$ cat config.mk
export PLATFORM = sky130hd
export DESIGN_NAME = reg_rename_file_flat
export DESIGN_NICKNAME = d
export VERILOG_FILES = /design/src/rtl/reg_rename_file_if.sv /design/src/rtl/reg_rename_file.sv /design/src/flat_wrapper.sv
export SDC_FILE = /design/constraint.sdc
export NUM_CORES = 2
export LEC_CHECK = 0
export CORE_ASPECT_RATIO = 2
export CORE_MARGIN = 8
export CORE_UTILIZATION = 45
export DETAILED_ROUTE_END_ITERATION = 12
export PLACE_DENSITY_LB_ADDON = 0.2
export REMOVE_ABC_BUFFERS = 1
export SYNTH_ARGS = -nofsm -noshare
export SYNTH_HDL_FRONTEND = slang
export SYNTH_SLANG_ARGS = --single-unit
$ cat constraint.sdc
create_clock -name clk -period 4.6 [get_ports clk]
set_input_delay 0.69 -clock clk [delete_from_list [all_inputs] [get_ports clk]]
set_output_delay 0.69 -clock clk [all_outputs]
set_load 0.02 [all_outputs]
$ cat src/rtl/reg_rename_file_if.sv
// ============================================================================
// Module   : reg_rename_file_if
// Brief    : Issue / commit / source-read bundle for the rename register file.
// Revision : 1.0
// ============================================================================
`default_nettype none

interface reg_rename_file_if #(
    parameter int XLEN     = 32,
    parameter int IDX_W    = 6,
    parameter int ENTRY_W  = 4,
    parameter int RD_PORTS = 2
);
    logic                        rdy_in;
    logic                        roll_back;
    logic                        new_issue;
    logic [IDX_W-1:0]            rd_in;
    logic [ENTRY_W-1:0]          rob_new_entry;
    logic                        rob_commit;
    logic [IDX_W-1:0]            rob_des;
    logic [ENTRY_W-1:0]          rob_entry;
    logic [XLEN-1:0]             rob_result;
    logic [RD_PORTS*IDX_W-1:0]   rs_idx;
    logic [RD_PORTS-1:0]         q_busy;
    logic [RD_PORTS*ENTRY_W-1:0] q_tag;
    logic [RD_PORTS*XLEN-1:0]    v_val;

    modport master (
        output rdy_in, roll_back, new_issue, rd_in, rob_new_entry,
        output rob_commit, rob_des, rob_entry, rob_result, rs_idx,
        input  q_busy, q_tag, v_val
    );

    modport slave (
        input  rdy_in, roll_back, new_issue, rd_in, rob_new_entry,
        input  rob_commit, rob_des, rob_entry, rob_result, rs_idx,
        output q_busy, q_tag, v_val
    );
endinterface

`default_nettype wire

$ cat src/rtl/reg_rename_file.sv
// ============================================================================
// Module   : reg_rename_file
// Brief    : Architectural register file with busy/ROB-tag rename status and
//            RD_PORTS combinational source-operand read ports.
//            Optional macro REGFILE_BYPASS_EN: commit-to-read bypass.
// Revision : 1.0
// ============================================================================
`default_nettype none

module reg_rename_file #(
    parameter int XLEN     = 32,
    parameter int REG_NUM  = 32,
    parameter int IDX_W    = 6,
    parameter int ENTRY_W  = 4,
    parameter int RD_PORTS = 2
) (
    input  wire logic         clk,
    input  wire logic         rst_in,
    reg_rename_file_if.slave  bus
);
    localparam int             SEL_W     = (REG_NUM > 1) ? $clog2(REG_NUM) : 1;
    localparam logic [IDX_W:0] c_REG_LIM = (IDX_W+1)'(REG_NUM);

    logic [XLEN-1:0]    r_value [REG_NUM];
    logic [ENTRY_W-1:0] r_tag   [REG_NUM];
    logic [REG_NUM-1:0] r_busy;

    logic w_iss_ok;
    logic w_cmt_ok;

    // Register 0 and out-of-range indices never update state.
    assign w_iss_ok = bus.new_issue && !bus.roll_back && (bus.rd_in != '0)
                      && ({1'b0, bus.rd_in} < c_REG_LIM);
    assign w_cmt_ok = bus.rob_commit && (bus.rob_des != '0)
                      && ({1'b0, bus.rob_des} < c_REG_LIM);

    always_ff @(posedge clk) begin
        if (rst_in) begin
            for (int i = 0; i < REG_NUM; i++) begin
                r_value[i] <= '0;
                r_tag[i]   <= '0;
            end
            r_busy <= '0;
        end else if (bus.rdy_in) begin
            for (int i = 1; i < REG_NUM; i++) begin
                if (w_cmt_ok && (bus.rob_des == IDX_W'(i))) begin
                    r_value[i] <= bus.rob_result;
                    if (r_busy[i] && (r_tag[i] == bus.rob_entry)) begin
                        r_busy[i] <= 1'b0;
                        r_tag[i]  <= '0;
                    end
                end
                // Later assignments override the commit release above.
                if (bus.roll_back) begin
                    r_busy[i] <= 1'b0;
                    r_tag[i]  <= '0;
                end else if (w_iss_ok && (bus.rd_in == IDX_W'(i))) begin
                    r_busy[i] <= 1'b1;
                    r_tag[i]  <= bus.rob_new_entry;
                end
            end
        end
    end

    logic [RD_PORTS-1:0]         w_q_busy;
    logic [RD_PORTS*ENTRY_W-1:0] w_q_tag;
    logic [RD_PORTS*XLEN-1:0]    w_v_val;

    for (genvar p = 0; p < RD_PORTS; p++) begin : g_rd
        logic [IDX_W-1:0] w_idx;
        logic [SEL_W-1:0] w_sel;
        logic             w_valid;
        logic             w_byp;
        logic             w_pend;

        assign w_idx   = bus.rs_idx[p*IDX_W +: IDX_W];
        assign w_sel   = w_idx[SEL_W-1:0];
        assign w_valid = (w_idx != '0) && ({1'b0, w_idx} < c_REG_LIM);

`ifdef REGFILE_BYPASS_EN
        assign w_byp = bus.rdy_in && !bus.roll_back && bus.rob_commit
                       && (bus.rob_des == w_idx) && r_busy[w_sel]
                       && (r_tag[w_sel] == bus.rob_entry);
`else
        assign w_byp = 1'b0;
`endif

        assign w_pend = w_valid && !w_byp && r_busy[w_sel];

        assign w_q_busy[p]                   = w_pend;
        assign w_q_tag[p*ENTRY_W +: ENTRY_W] = w_pend ? r_tag[w_sel] : '0;
        assign w_v_val[p*XLEN +: XLEN]       = !w_valid ? '0 :
                                               w_byp    ? bus.rob_result :
                                               w_pend   ? '0 : r_value[w_sel];
    end

    assign bus.q_busy = w_q_busy;
    assign bus.q_tag  = w_q_tag;
    assign bus.v_val  = w_v_val;

endmodule

`default_nettype wire

$ cat src/flat_wrapper.sv
// flat-port wrapper written by rule: the top's interface ports become plain ports
module reg_rename_file_flat 
#(
    parameter int XLEN     = 32,
    parameter int REG_NUM  = 32,
    parameter int IDX_W    = 6,
    parameter int ENTRY_W  = 4,
    parameter int RD_PORTS = 2
)
  (clk, rst_in, bus_rdy_in, bus_roll_back, bus_new_issue, bus_rd_in, bus_rob_new_entry, bus_rob_commit, bus_rob_des, bus_rob_entry, bus_rob_result, bus_rs_idx, bus_q_busy, bus_q_tag, bus_v_val);
  reg_rename_file_if #(.XLEN(XLEN), .IDX_W(IDX_W), .ENTRY_W(ENTRY_W), .RD_PORTS(RD_PORTS)) bus_i ();
  input  wire logic clk;
  input  wire logic rst_in;
  input wire logic [$bits(bus_i.rdy_in)-1:0] bus_rdy_in;
  input wire logic [$bits(bus_i.roll_back)-1:0] bus_roll_back;
  input wire logic [$bits(bus_i.new_issue)-1:0] bus_new_issue;
  input wire logic [$bits(bus_i.rd_in)-1:0] bus_rd_in;
  input wire logic [$bits(bus_i.rob_new_entry)-1:0] bus_rob_new_entry;
  input wire logic [$bits(bus_i.rob_commit)-1:0] bus_rob_commit;
  input wire logic [$bits(bus_i.rob_des)-1:0] bus_rob_des;
  input wire logic [$bits(bus_i.rob_entry)-1:0] bus_rob_entry;
  input wire logic [$bits(bus_i.rob_result)-1:0] bus_rob_result;
  input wire logic [$bits(bus_i.rs_idx)-1:0] bus_rs_idx;
  output wire logic [$bits(bus_i.q_busy)-1:0] bus_q_busy;
  output wire logic [$bits(bus_i.q_tag)-1:0] bus_q_tag;
  output wire logic [$bits(bus_i.v_val)-1:0] bus_v_val;
  assign bus_i.rdy_in = bus_rdy_in;
  assign bus_i.roll_back = bus_roll_back;
  assign bus_i.new_issue = bus_new_issue;
  assign bus_i.rd_in = bus_rd_in;
  assign bus_i.rob_new_entry = bus_rob_new_entry;
  assign bus_i.rob_commit = bus_rob_commit;
  assign bus_i.rob_des = bus_rob_des;
  assign bus_i.rob_entry = bus_rob_entry;
  assign bus_i.rob_result = bus_rob_result;
  assign bus_i.rs_idx = bus_rs_idx;
  assign bus_q_busy = bus_i.q_busy;
  assign bus_q_tag = bus_i.q_tag;
  assign bus_v_val = bus_i.v_val;
  reg_rename_file #(.XLEN(XLEN), .REG_NUM(REG_NUM), .IDX_W(IDX_W), .ENTRY_W(ENTRY_W), .RD_PORTS(RD_PORTS)) u_core (.clk(clk), .rst_in(rst_in), .bus(bus_i));
endmodule
After elaboration in Yosys (flattened, before gate mapping)
Memories as Yosys holds them, arrays and structs flattened.
Index checks and enable logic that the tools add are counted.
Word-level totals
  memory bits (writable): 1152
  memories kept: 2
  output and inout bits: 74
  word-level logic and storage cells: 1154
  input bits: 70
  latch bits: 0
  bits in read-only memories: 0
  register bits: 31
Memories
  u_core.r_value: words 32, bits a word 32, rd ports 2, clocked after memory_dff 0, wr ports 32, RTL line reg_rename_file.sv:24  | logic [XLEN-1:0] r_value [REG_NUM];
  u_core.r_tag: words 32, bits a word 4, rd ports 33, clocked after memory_dff 0, wr ports 32, RTL line reg_rename_file.sv:25  | logic [ENTRY_W-1:0] r_tag [REG_NUM];
Cells by class
  div/mod/pow operators: 0
  add/subtract/negate cells: 0
  equal/unequal tests: 93
  reductions and logical operators: 200
  bitwise operators: 124
  multiply operators: 0
  $lt $le $gt $ge: 6
  shifts and indexed selects: 0
  mux-type cells: 698
Operators with widths (count)
  two-way mux 32 bit: 35
  two-way mux 1 bit: 566
  two-way mux 4 bit: 95
  equality test 6 x 5 -> 1 bit, second input constant: 32
  nonzero test 3 bit: 62
  equality test 4 bit: 31
  bitwise OR 1 bit: 124
  logical AND 1 bit: 102
  equality test 6 x 4 -> 1 bit, second input constant: 16
  AND reduction 3 bit: 31
  equality test 6 x 3 -> 1 bit, second input constant: 8
  equality test 6 x 2 -> 1 bit, second input constant: 4
  less-than comparator 6 bit, second input constant: 4
  nonzero test 6 bit: 4
  equality test 6 x 1 -> 1 bit, second input constant: 2
  less-than comparator 5 x 6 -> 1 bit, second input constant: 2
  binary-select mux 1 bit (select 5 bit): 2
  logical NOT 1 bit: 1

Logic depth before layout (Yosys ltp)
  word-level depth: 11
  gate-level depth with buffers: 10
  depth with buffers taken out: 6

Least setup slack after synthesis
Ideal clock, no wire load.
  path type: in2out
  start: input port bus_rs_idx[0]
  end: output port bus_v_val[10]
  stages on the path: 8
  data required time: 3.910 ns
  path buffers: 4
  arrival: 2.364 ns
  setup slack: 1.546 ns
  cells stage by stage: buf_4 buf_4 buf_6 buf_4 mux4_2 o21ai_0 o21ai_0 o21a_1
Between the ends
  longest elaborated chain between the ends: 5
  elaborated cells between the ends (all ways): 9
  those cells by class: 1 x order compare; 4 x mux; 3 x reduce/logical; 1 x memory
Ends and longest elaborated chain
  from (decl): RTL line flat_wrapper.sv:23  | input wire logic [$bits(bus_i.rs_idx)-1:0] bus_rs_idx;
  binary-select mux 1 bit (select 5 bit), or another cell as far along: RTL line reg_rename_file.sv:88  | assign w_pend = w_valid && !w_byp && r_busy[w_sel];
  two-way mux 1 bit (not written as such) or logical AND 1 bit (tied branches): RTL line reg_rename_file.sv:88, reg_rename_file.sv:78
  logical AND 1 bit: RTL line reg_rename_file.sv:88
  two-way mux 32 bit: RTL line reg_rename_file.sv:94  | w_pend ? '0 : r_value[w_sel];
  two-way mux 32 bit *: RTL line reg_rename_file.sv:92  | assign w_v_val[p*XLEN +: XLEN] = !w_valid ? '0 :
  to (decl): RTL line flat_wrapper.sv:26  | output wire logic [$bits(bus_i.v_val)-1:0] bus_v_val;
Every way passes the cells marked *; elsewhere a longest branch is shown, timed or not. The select of a mux whose other input is x is not followed.

Final worst setup path
  start: input port bus_rs_idx[3]
  end: output port bus_v_val[3]
Same word-level chain as after synthesis.

==> qor.yml <==
place:
  gp_congestion: 0.967
  dp_hpwl_um: 132000
  port_buffers: 143
timing:
  finalCriticalPeriod_ps: 4540
  finalHoldViolations: 0
  setup_viol: 0
  fmaxAchievable_ghz: 0.220
  finClkSkew_ps: 18.6
  fin_setup_tns_ps: 0
  rsz0062_at_grt: "no"
  relSlewSlack: 0.271
  worst_pin_slew_ps: 1090
  finalMaxSlewViolations: 0
  finalCritPeriodShare: 0.987
pwr:
  cellPowerDensity_mw_per_mm2: 375
  combinationalPowerShare: 0.141
  swShare: 0.253
  internal-power_mw: 19.0
  p_leak_nw: 23.0
  p_seq_frac: 0.493
  vdd_drop_max_uv: 315
  p_switching_mw: 6.43
  clockPowerShare: 0.367
  power_mw: 25.4
detailed_routing:
  ant_nets: 0
  wl_per_cell_um: 34.4
  drc: 0
  drtPass1Iterations: 5
  drt-vias-per-instance: 6.68
  drtIter0Drc: 5138
  wl_um: 206000
  routed-via-count: 40100
hold_path:
  min_path_type: "reg2reg"
setup_path:
  crit_family: "buffers and inverters"
  crit_chain: "clkdlybuf4s15_1 -> inv_2 -> buf_12 -> mux2i_1 -> a2111oi_0 -> buf_4 -> o21a_1 -> clkdlybuf4s50_1"
  critPathBufInv: 5
  crit_fanout: 34
  start_kind: "input pin"
  critPathSlowestCell: "a2111oi_0"
  arrival_ps: 3850
  critical_path_class: "in2out"
  crit_required_ps: 3910
  critPathMaxStageDelay_ps: 880
  end_kind: "output port"
yosys:
  avgSynthCellArea_um2: 14.6
  synth_xor_area_frac: 0.0182
  synth-edff-count: 1116
  synthMuxAreaShare: 0.236
  syn-instance-count: 4073
  yosys_warnings: 0
  synth.most_common_cell: "edfxtp_1"
  synth_commonest_cells: "edfxtp_1, nor2_1, mux4_2, mux2i_1, clkbuf_1"
  synth-seq-area-share: 0.572
  syn-cell-area_mm2: 0.0596
  synthAdderAreaFrac: 0
  synth_seq_cells: 1147
  ys_top_cells_by_area: "edfxtp_1, mux4_2, nor2_1"
  synth_top_family_by_area: "multiplexers"
  synth-simple-area-share: 0.0835
  yosys.cell_types.count: 75
  synth-compound-area-share: 0.0540
  ys_async_sr_fraction: 0
  synth_top_area_frac: 0.562
  synthFlopType: "edfxtp_1"
  synth_top_area_cell: "edfxtp_1"
die:
  coreArea_mm2: 0.132
  fp.dieW_um: 273
  fp.dieH_um: 531
  start_util: 0.452
  die-area_mm2: 0.145
  ios: 144
  rows: 189
clocking:
  cts_tree: "yes"
  post_cts_buffers: 0
  cts.sinks: 1147
  cts_max_level: 3
  clockBufferDepth: 3
  clkLatencyLatePin_ps: 720
  cts-root-buf: "clkbuf_16"
  path_clk_slew_ps: 70
  cts-buffers-inserted: 104
global_route:
  grt_pass1_vias: 40700
  antenna_found_initial: 6
  grt_pass1_wl_um: 294000
  grt_max_degree: 59
  globalRouteOverflowTotal: 0
  grt_usage: 0.280
final_layout:
  n_fill_cell: 11000
  syn2layout_area_growth_pct: 13.8
  fin_nets: 4260
  drive_above_1_share: 0.249
run:
  drv_cap: 0
run_status:
  status: "finished, final reports clean"
[worst min-delay path, cell delays in order (launching register included)]
cell,delay [ps]
dfxtp_1,330
inv_1,70
o21bai_1,70
[kinds of logic (layout without fill, tap and decap cells)]
kind of cell              count (synthesis)  in the layout
AOI/OAI and AO/OA                       433            433
and+or+nand+nor                        1113           1113
xor gates and xnor gates                124            124
other                                     0              3
buffers and inverters                   452            653
DFF                                    1147           1147
muxes                                   804            804
[cell type report]
class | count | area (um2) | share of cell area
clock buffers | 123 | 2720 | 0.0400
diodes | 3 | 7.51 | 0.000111
inverters | 45 | 169 | 0.00249
clock inverters | 67 | 851 | 0.0125
repair buffers | 418 | 4320 | 0.0636
flip-flops and latches | 1147 | 34100 | 0.503
well taps | 1719 | 2150 | 0.0317
multi-input cells | 2474 | 23500 | 0.347
[final timing paths]
path	depth (start not counted)	start	endpoint	slack, ps
worst max-delay path	8	bus_rs_idx[3]	bus_v_val[3]	60
worst min-delay path	2	u_core.r_busy[20]	u_core.r_busy[20]	510
worst max register to register	6	u_core.r_tag[1][1]	u_core.r_tag[1][1]	2560
worst min register to register	2	u_core.r_busy[20]	u_core.r_busy[20]	510
[power groups by stage]
stage / Clock [mW] / Sequential [mW] / Combinational (mW)
global route: 9.70 / 12.6 / 3.73
finish: 9.32 / 12.5 / 3.58
CTS: 9.38 / 12.5 / 3.56
floorplan: 0 / 12.6 / 1.80
detailed placement: 0 / 12.7 / 3.54
global placement: 0 / 12.7 / 3.53
[registers in the layout (all words and copies together), names as in the netlist]
register	count
u_core.r_tag	124
u_core.r_busy	31
u_core.r_value	992
[layer usage]
layer | wire (um) | up-vias | global-route usage
met4 | 11800 | 0 | 0.140
met1 | 74900 | 20700 | 0.354
met2 | 99600 | 2611 | 0.460
met3 | 19800 | 575 | 0.0523
li1 | - | 16200 | -
met5 | 0 | - | 0
[layout by cell type, fill, tap and decap left out, types with 7 or more instances in the layout]
master / instances
edfxtp_1: 1116
nor2_1: 711
mux4_2: 475
mux2i_1: 257
buf_4: 211
clkdlybuf4s50_1: 126
clkbuf_16: 105
a221oi_1: 104
o21ai_0: 83
nor3_1: 80
xor2_1: 80
and2_1: 77
mux2_2: 72
buf_12: 67
a2111oi_0: 61
nand2b_1: 44
xnor2_1: 44
inv_1: 43
o22ai_1: 41
o21a_1: 37
nand3_1: 34
nand2_1: 31
nand2b_2: 31
dfxtp_1: 31
clkinv_1: 24
nand2_2: 21
nor4_1: 19
bufinv_16: 19
nor2b_1: 18
clkinv_2: 17
clkbuf_1: 16
a31oi_1: 15
a21oi_1: 13
a22oi_1: 13
a22o_1: 13
or2_2: 8
and3_1: 8
buf_2: 7
[through the flow]
step / std cells / hold WS [ps] / worst slack, ps / utilization / instance area [um2]
floorplan: 3666 / 459 / 618 / - / 57700
global placement: 5803 / 494 / 8.65 / 0.487 / 64300
detailed placement: 5803 / 496 / -67.9 / 0.487 / 64300
CTS: 5993 / 505 / 166 / 0.514 / 67900
global route: 5994 / 518 / 7.90 / 0.514 / 67900
finish: 5996 / 508 / 59.1 / 0.514 / 67900
[what timing repair did]
action                                  in CTS  in global routing
endpoints found under the setup margin       5                  1
hold buffers                                 0                  0
gates resized for setup                      2                  1
Power figures use the tool's default switching activity.
